===== config.mk =====
export PLATFORM = sky130hd
export DESIGN_NAME = line_pad_fifo
export DESIGN_NICKNAME = d
export VERILOG_FILES = /design/src/rtl/line_pad_pkg.sv /design/src/rtl/sync_fifo.sv /design/src/rtl/line_pad_fifo.sv
export SDC_FILE = /design/constraint.sdc
export NUM_CORES = 2
export LEC_CHECK = 0
export BUFFER_PORTS_ARGS = -buffer_cell sky130_fd_sc_hd__buf_2
export CORE_MARGIN = 2
export CORE_UTILIZATION = 35
export CTS_BUF_LIST = sky130_fd_sc_hd__clkbuf_16
export DETAILED_ROUTE_END_ITERATION = 16
export PLACE_DENSITY_LB_ADDON = 0.08
export SYNTH_ARGS = -nofsm -noshare
export SYNTH_HDL_FRONTEND = slang
export SYNTH_SLANG_ARGS = --single-unit

===== constraint.sdc =====
create_clock -name clk -period 28.1 [get_ports clk]
set_input_delay 5.62 -clock clk [delete_from_list [all_inputs] [get_ports clk]]
set_output_delay 5.62 -clock clk [all_outputs]
set_load 0.1 [all_outputs]

===== src/rtl/line_pad_pkg.sv =====
// Shared state encoding and width helpers for the line padding stage.
package line_pad_pkg;

    localparam logic [1:0] S_LEFT   = 2'd0;
    localparam logic [1:0] S_ACTIVE = 2'd1;
    localparam logic [1:0] S_RIGHT  = 2'd2;

    // Width of a counter able to reach the largest of the three segment lengths.
    function automatic int cnt_w(input int a, input int b, input int c);
        int m;
        m = a;
        if (b > m) m = b;
        if (c > m) m = c;
        return $clog2(m + 1);
    endfunction

endpackage


===== src/rtl/sync_fifo.sv =====
// Synchronous FIFO with registered read port, occupancy level and full/empty flags.
module sync_fifo #(
    parameter int DATA_W     = 8,
    parameter int FIFO_DEPTH = 512
) (
    input  logic                          clk,
    input  logic                          rst,
    input  logic                          wr,
    input  logic [DATA_W-1:0]             din,
    input  logic                          rd_en,
    output logic [DATA_W-1:0]             dout,
    output logic                          valid_out,
    output logic                          empty,
    output logic                          full,
    output logic [$clog2(FIFO_DEPTH):0]   level
);

    localparam int AW = $clog2(FIFO_DEPTH);

    logic [DATA_W-1:0] mem [FIFO_DEPTH];
    logic [AW-1:0]     wr_ptr, rd_ptr;
    logic              do_wr, do_rd;

    assign empty = (level == '0);
    assign full  = (level == (AW+1)'(FIFO_DEPTH));
    assign do_wr = wr & ~full;
    assign do_rd = rd_en & ~empty;

    // Storage has no reset so it can map onto block RAM.
    always_ff @(posedge clk) begin
        if (do_wr) mem[wr_ptr] <= din;
    end

    always_ff @(posedge clk) begin
        if (rst) begin
            wr_ptr    <= '0;
            rd_ptr    <= '0;
            level     <= '0;
            dout      <= '0;
            valid_out <= 1'b0;
        end else begin
            valid_out <= do_rd;
            if (do_rd) begin
                dout   <= mem[rd_ptr];
                rd_ptr <= rd_ptr + 1'b1;
            end
            if (do_wr) wr_ptr <= wr_ptr + 1'b1;
            case ({do_wr, do_rd})
                2'b10:   level <= level + 1'b1;
                2'b01:   level <= level - 1'b1;
                default: ;
            endcase
        end
    end

endmodule


===== src/rtl/line_pad_fifo.sv =====
// Frames each line with leading/trailing pad words (constant or edge replica) and buffers it.
module line_pad_fifo
    import line_pad_pkg::*;
#(
    parameter int                DATA_W     = 8,
    parameter int                LINE_W     = 400,
    parameter int                PAD_L      = 0,
    parameter int                PAD_R      = 1,
    parameter logic [DATA_W-1:0] PAD_VALUE  = {DATA_W{1'b1}},
    parameter int                FIFO_DEPTH = 512
) (
    input  logic                        clk,
    input  logic                        rst,
    input  logic                        in_valid,
    input  logic [DATA_W-1:0]           in_data,
    output logic                        in_ready,
    input  logic                        pad_mode,
    input  logic                        rd_en,
    output logic [DATA_W-1:0]           dout,
    output logic                        valid_out,
    output logic                        empty,
    output logic                        full,
    output logic [$clog2(FIFO_DEPTH):0] level,
    output logic                        line_done
);

    localparam int             CW      = cnt_w(LINE_W, PAD_L, PAD_R);
    localparam logic [1:0]     S_START = (PAD_L > 0) ? S_LEFT : S_ACTIVE;
    localparam logic [CW-1:0]  L_LAST  = CW'(PAD_L > 0 ? PAD_L - 1 : 0);
    localparam logic [CW-1:0]  A_LAST  = CW'(LINE_W - 1);
    localparam logic [CW-1:0]  R_LAST  = CW'(PAD_R > 0 ? PAD_R - 1 : 0);

    logic [1:0]        state;
    logic [CW-1:0]     cnt;
    logic              mode_q, fresh, mode;
    logic [DATA_W-1:0] edge_px, wdata;
    logic              cond, last, wr, line_end, fifo_full;

    // Until the first word of a line is written the mode tracks pad_mode live.
    always_comb begin
        mode  = fresh ? pad_mode : mode_q;
        cond  = 1'b0;
        last  = 1'b0;
        wdata = in_data;
        case (state)
            S_LEFT: begin
                cond  = mode ? in_valid : 1'b1;
                wdata = mode ? in_data : PAD_VALUE;
                last  = (cnt == L_LAST);
            end
            S_ACTIVE: begin
                cond = in_valid;
                last = (cnt == A_LAST);
            end
            S_RIGHT: begin
                cond  = 1'b1;
                wdata = mode ? edge_px : PAD_VALUE;
                last  = (cnt == R_LAST);
            end
            default: ;
        endcase
        wr = cond & ~fifo_full & ~rst;
    end

    assign in_ready  = (state == S_ACTIVE) & ~fifo_full & ~rst;
    assign line_end  = wr & last & ((state == S_RIGHT) | ((state == S_ACTIVE) & (PAD_R == 0)));
    assign line_done = line_end;
    assign full      = fifo_full;

    always_ff @(posedge clk) begin
        if (rst) begin
            state   <= S_START;
            cnt     <= '0;
            mode_q  <= 1'b0;
            fresh   <= 1'b1;
            edge_px <= '0;
        end else begin
            if (fresh) mode_q <= pad_mode;
            if (wr) begin
                fresh <= line_end;
                if (state == S_ACTIVE) edge_px <= in_data;
                if (last) begin
                    cnt <= '0;
                    case (state)
                        S_LEFT:   state <= S_ACTIVE;
                        S_ACTIVE: state <= (PAD_R > 0) ? S_RIGHT : S_START;
                        default:  state <= S_START;
                    endcase
                end else begin
                    cnt <= cnt + 1'b1;
                end
            end
        end
    end

    sync_fifo #(
        .DATA_W     (DATA_W),
        .FIFO_DEPTH (FIFO_DEPTH)
    ) u_fifo (
        .clk       (clk),
        .rst       (rst),
        .wr        (wr),
        .din       (wdata),
        .rd_en     (rd_en),
        .dout      (dout),
        .valid_out (valid_out),
        .empty     (empty),
        .full      (fifo_full),
        .level     (level)
    );

endmodule


# ---- After elaboration in Yosys (flattened, before gate mapping)
# Memories as Yosys holds them, arrays and structs flattened. A register that Yosys moved wholly into a read port is not among the register bits.
# Index checks and enable logic that the tools add are counted.
dict set report totals {
  ff_bits 50
  latch_bits 0
  ram_bits 4096
  mem_bits_ro 0
  out_inout_bits 23
  wordCells 51
  n_memories 1
}
# name depth word_bits rd rd_clocked_by_memory_dff wr line_no
set mem_list {}
lappend mem_list {u_fifo.mem 512 8 1 1 1 sync_fifo.sv:20} ;# logic [DATA_W-1:0] mem [FIFO_DEPTH];
dict set report classes {
  n_addsub 5
  multipliers 0
  n_div 0
  order_cmp 0
  n_eq_ne 6
  n_shift 0
  n_mux 12
  bitwise 11
  reduce_logical 7
}
# cell count
set ops {}
lappend ops {{$add 9x1->9 const B} 3}
lappend ops {{$pmux 10 s2} 1}
lappend ops {{$mux 8} 2}
lappend ops {{$pmux 8 s2} 1}
lappend ops {{$add 10x1->10 const B} 1}
lappend ops {{$eq 10x10->1 const B} 1}
lappend ops {{$logic_not 10->1} 1}
lappend ops {{$sub 10x1->10 const B} 1}
lappend ops {{$eq 9x9->1 const B} 1}
lappend ops {{$logic_not 9->1} 1}
lappend ops {{$mux 9} 1}
lappend ops {{$and 1x1->1} 8}
lappend ops {{$eq 2x1->1 const B} 2}
lappend ops {{$eq 2x2->1 const B} 2}
lappend ops {{$mux 1} 4}
lappend ops {{$reduce_and 2->1} 2}
lappend ops {{$not 1->1} 3}
lappend ops {{$pmux 1 s3} 1}
lappend ops {{$logic_not 2->1} 1}
lappend ops {{$mux 2} 1}
lappend ops {{$pmux 1 s2} 1}
lappend ops {{$reduce_bool 2->1} 1}
lappend ops {{$reduce_or 2->1} 1}

# ---- Longest topological paths before layout
dict set report logic_depth {
  depth_word 8
  ltp_mapped 15
  ltp_nobuf 14
}

# ---- By module
# From an unflattened synthesis, not the netlist that was laid out.
dict set report hier_totals {
  cells_unflattened 7732
  hier_area_um2 163002.6
}
# module instances cells_each area_each_um2
set by_module_without_submodules {}
lappend by_module_without_submodules {sync_fifo 1 7604 161924.0}
lappend by_module_without_submodules {line_pad_fifo 1 128 1078.5}

# ---- Worst setup path before layout
# Ideal clock, no wire load.
dict set report synth_timing {
  path_kind {input -> output}
  startpoint {input pad_mode}
  endpoint {output line_done}
  arrival_ns 8.990
  setup_slack_ns 13.490
  cell_stages 7
  path_buffers 1
  path_cell_list {mux2_2 > a21oi_2 > o21a_1 > buf_2 > inv_1 > or2_2 > nor3_1}
}
dict set report synth_via {
  elab_chain_len 7
}
# item line_no
set synth_lines {}
lappend synth_lines {{start: declaration} line_pad_fifo.sv:17} ;# input logic pad_mode,
lappend synth_lines {{$mux 1} --}
lappend synth_lines {{$mux 1} line_pad_fifo.sv:47} ;# cond = mode ? in_valid : 1'b1;
lappend synth_lines {{$pmux 1 s3} line_pad_fifo.sv:45} ;# case (state)
lappend synth_lines {{$and 1x1->1 (2 in series)} line_pad_fifo.sv:62} ;# wr = cond & ~fifo_full & ~rst;
lappend synth_lines {{$and 1x1->1 (2 in series)} line_pad_fifo.sv:66} ;# assign line_end = wr & last & ((state == S_RIGHT) | ((state == S_ACTIVE) & (PAD_R == 0)));
lappend synth_lines {{end: declaration} line_pad_fifo.sv:24} ;# output logic line_done
# No other way between the ends.

# ---- Worst setup path in the final report
# Ends and elaborated chain as after synthesis.

==> metrics.txt <==
Max Clk Rate 71.9 MHz; worst path required time 22.48 ns; vias after detailed routing 80700; clk sink count 4154; ys async rst share 0%; number of H-tree levels 5; Fin. Hold Viols 0; max_cap viols 0; Placer Congestion 0.788; Slew @ Worst Pin 1.32 ns; Gates resized, CTS repair 0; CP Launch Type primary input; Post-Route M1 WL 231000 um; clock power share 37.9%; post-synth cell types 85; Yosys reg bits 4154; die height 686 um; Slowest cell on crit path buf_2; Final HPWL DP 310000 um; top cell type by total area after synthesis edfxtp_1; top sig layer met5; Final #Nets 7959; Buf/Inv on CP 4; Worst Path Max Fanout 18; commonest non-fill, non-tap cell in the layout edfxtp_1; area grow syn2layout 13.0%; clk buf depth 4; Critical Path, Cell by Cell buf_2 -> mux2_2 -> a21oi_2 -> o21a_1 -> buf_4 -> inv_1 -> or2_2 -> nor3_1 -> buf_2; sw power 4.04 mW; Non-Filler Instances 14500; metal3 WL 29000 um; Seq/Total Area, Yosys 76.3%; Worst setup EP type primary output; vias in the first global route 81700; status finished, final reports clean; EDFF count, synth 4096; pin count of the biggest net entering global routing 192; initial drt markers 8825; placed instance count 13600; Synth Flop Type edfxtp_1; power per cell area 82.7 nW/um2; Overflow after GRT 0; setup bufs post-CTS 0; synth top area cells edfxtp_1 (76%), mux4_2 (12%), mux4_1 (2.0%); # fillers 41500; WL/cell 35.9 um; Synth top area share 75.6%; Std-Cell Rows 250; CORE AREA 464000 um2; initial antenna violation count 44; leading cell types in the layout, fill and taps excluded edfxtp_1 (4096), mux4_2 (849), nor2_1 (607); Lkg Pwr 56.0 nW; Gate power share 17.0%; fin. max-slew vios 0; Final Skew 0.0448 ns; Residual DRC 0; setup violators final 0; gr usage total 21.7%; worst min path class reg2reg; period utilization 49.5%; share of layout cells above drive strength 1 22.0%; CTS Root Cell clkbuf_16; Seq pwr share 45.1%; Cells after Synth 7684; Critical Path AT 8.30 ns; Vias/cell 5.57; Synth Cell Area 163000 um2; Crit path largest cell delay 0.50 ns; hold slack 0.516 ns; syn avg cell area 21.2 um2; Crit Path Class in2out; cts hold-fix bufs 0; critical path's top delay family buffers and inverters; CTS tree yes; internal power 11.2 mW; Reg clk slew, reported paths 0.06 ns; Routed WL 520000 um; I/O Pins 36; Sum Neg Setup Slack 0 ns; met2 wire len 248000 um; Die X 686 um; Rel. slew slack 11.9%; Buffers on Ports 35; Ys Warns 0; Tot Pwr 15.2 mW; min cycle time layout 13.92 ns; Initial Utilization 35.1%; switching share of total power 26.6%; Post-Syn Nets 7714; number of buffers created by CTS 460; unrepaired setup endpoints after global routing false; worst skew pair latency 1.01 ns; DRT Pass-1 Iters 5; maximum vdd drop 0.0567 mV; total die area 471000 um2; first-pass GRT wire length 708000 um; Antenna Nets Post-Route 0; Most common cell on crit path buf_2
==> logic make-up after synthesis <==
| logic type | after synthesis | share of synthesized area, % |
|---|---|---|
| xor+xnor | 30 | 0.161 |
| simple gates | 987 | 2.54 |
| flops | 4154 | 76.3 |
| compound gates | 697 | 3.02 |
| mux | 1298 | 15.8 |
| fa+ha+maj | 17 | 0.135 |
| buf+inv | 501 | 2.10 |
==> final timing paths <==
check             slack, ns  cells after the start             start              to
setup / recovery      14.18                      9          pad_mode       line_done
setup reg to reg      19.63                     15  u_fifo.rd_ptr[0]  u_fifo.dout[0]
hold reg to reg        0.52                      2            cnt[1]          cnt[1]
hold / removal         0.52                      2            cnt[1]          cnt[1]
==> synth_stat cells (8+ instances only) <==
master       n
a211oi_1    25
a21oi_1    157
a221oi_1    76
a22o_1      24
a22oi_1    108
a31oi_1     21
buf_1       23
buf_12      18
buf_2      136
buf_4       30
buf_6       51
buf_8       40
clkbuf_1   163
clkbuf_4     8
clkbuf_8    10
dfxtp_1     58
edfxtp_1  4096
ha_1        16
inv_1       17
mux2_2      13
mux2i_1    309
mux4_1     127
mux4_2     849
nand2_1    186
nand2b_1    13
nand3_1     56
nand4_1     17
nor2_1     614
nor2b_1     21
nor3_1      20
nor4_1      10
o211ai_1    27
o21ai_0     69
o21ai_1      9
o221ai_1    47
o22a_1      14
o22ai_1     38
xnor2_1     17
xor2_1      13
==> layer usage <==
metal / GRT usage (%) / vias up
met5: 0 / -
met4: 5.06 / 2
met3: 2.94 / 618
met2: 35.1 / 2665
met1: 31.3 / 44700
li1: - / 32800
==> sequential cells by signal, indices dropped and copies added, names as in the netlist <==
name              count
u_fifo.dout           8
u_fifo.valid_out      1
fresh                 1
mode_q                1
cnt                   9
u_fifo.rd_ptr         9
u_fifo.mem         4096
u_fifo.wr_ptr         9
state                 2
edge_px               8
u_fifo.level         10
==> final cells by class <==
| cell class | instances | area [um2] | area share, % |
|---|---|---|---|
| antenna | 10 | 25.0 | 0.0136 |
| clock buffer | 471 | 11800 | 6.41 |
| clock inverter | 378 | 2500 | 1.36 |
| inverter | 21 | 93.8 | 0.0510 |
| multi-input combinational | 3029 | 35500 | 19.3 |
| sequential | 4154 | 124000 | 67.5 |
| tap | 6174 | 7720 | 4.20 |
| timing repair buffer | 263 | 2140 | 1.16 |
==> tightest hold or removal path, cell delays in order (launching register included) <==
cell and delay [ns]:
dfxtp_1 0.32, inv_1 0.08, o31ai_1 0.07
==> power groups by stage <==
stage,combinational (mW),clock (mW),sequential [mW]
finish,2.59,5.77,6.86
global route,2.73,6.10,6.86
CTS,2.65,5.88,6.85
detailed placement,2.64,0,6.99
global placement,2.64,0,6.98
floorplan,1.84,0,7.07
==> per-stage QoR <==
stage	cell area, um2	setup WS, ns	utilization (%)
after floorplan	163000	13.49	-
after global placement	170000	14.08	36.6
after detailed placement	170000	14.16	36.6
after CTS	184000	14.15	39.7
after global routing	184000	14.00	39.7
final	184000	14.18	39.7
No activity file was read; power rests on OpenSTA's default activity.
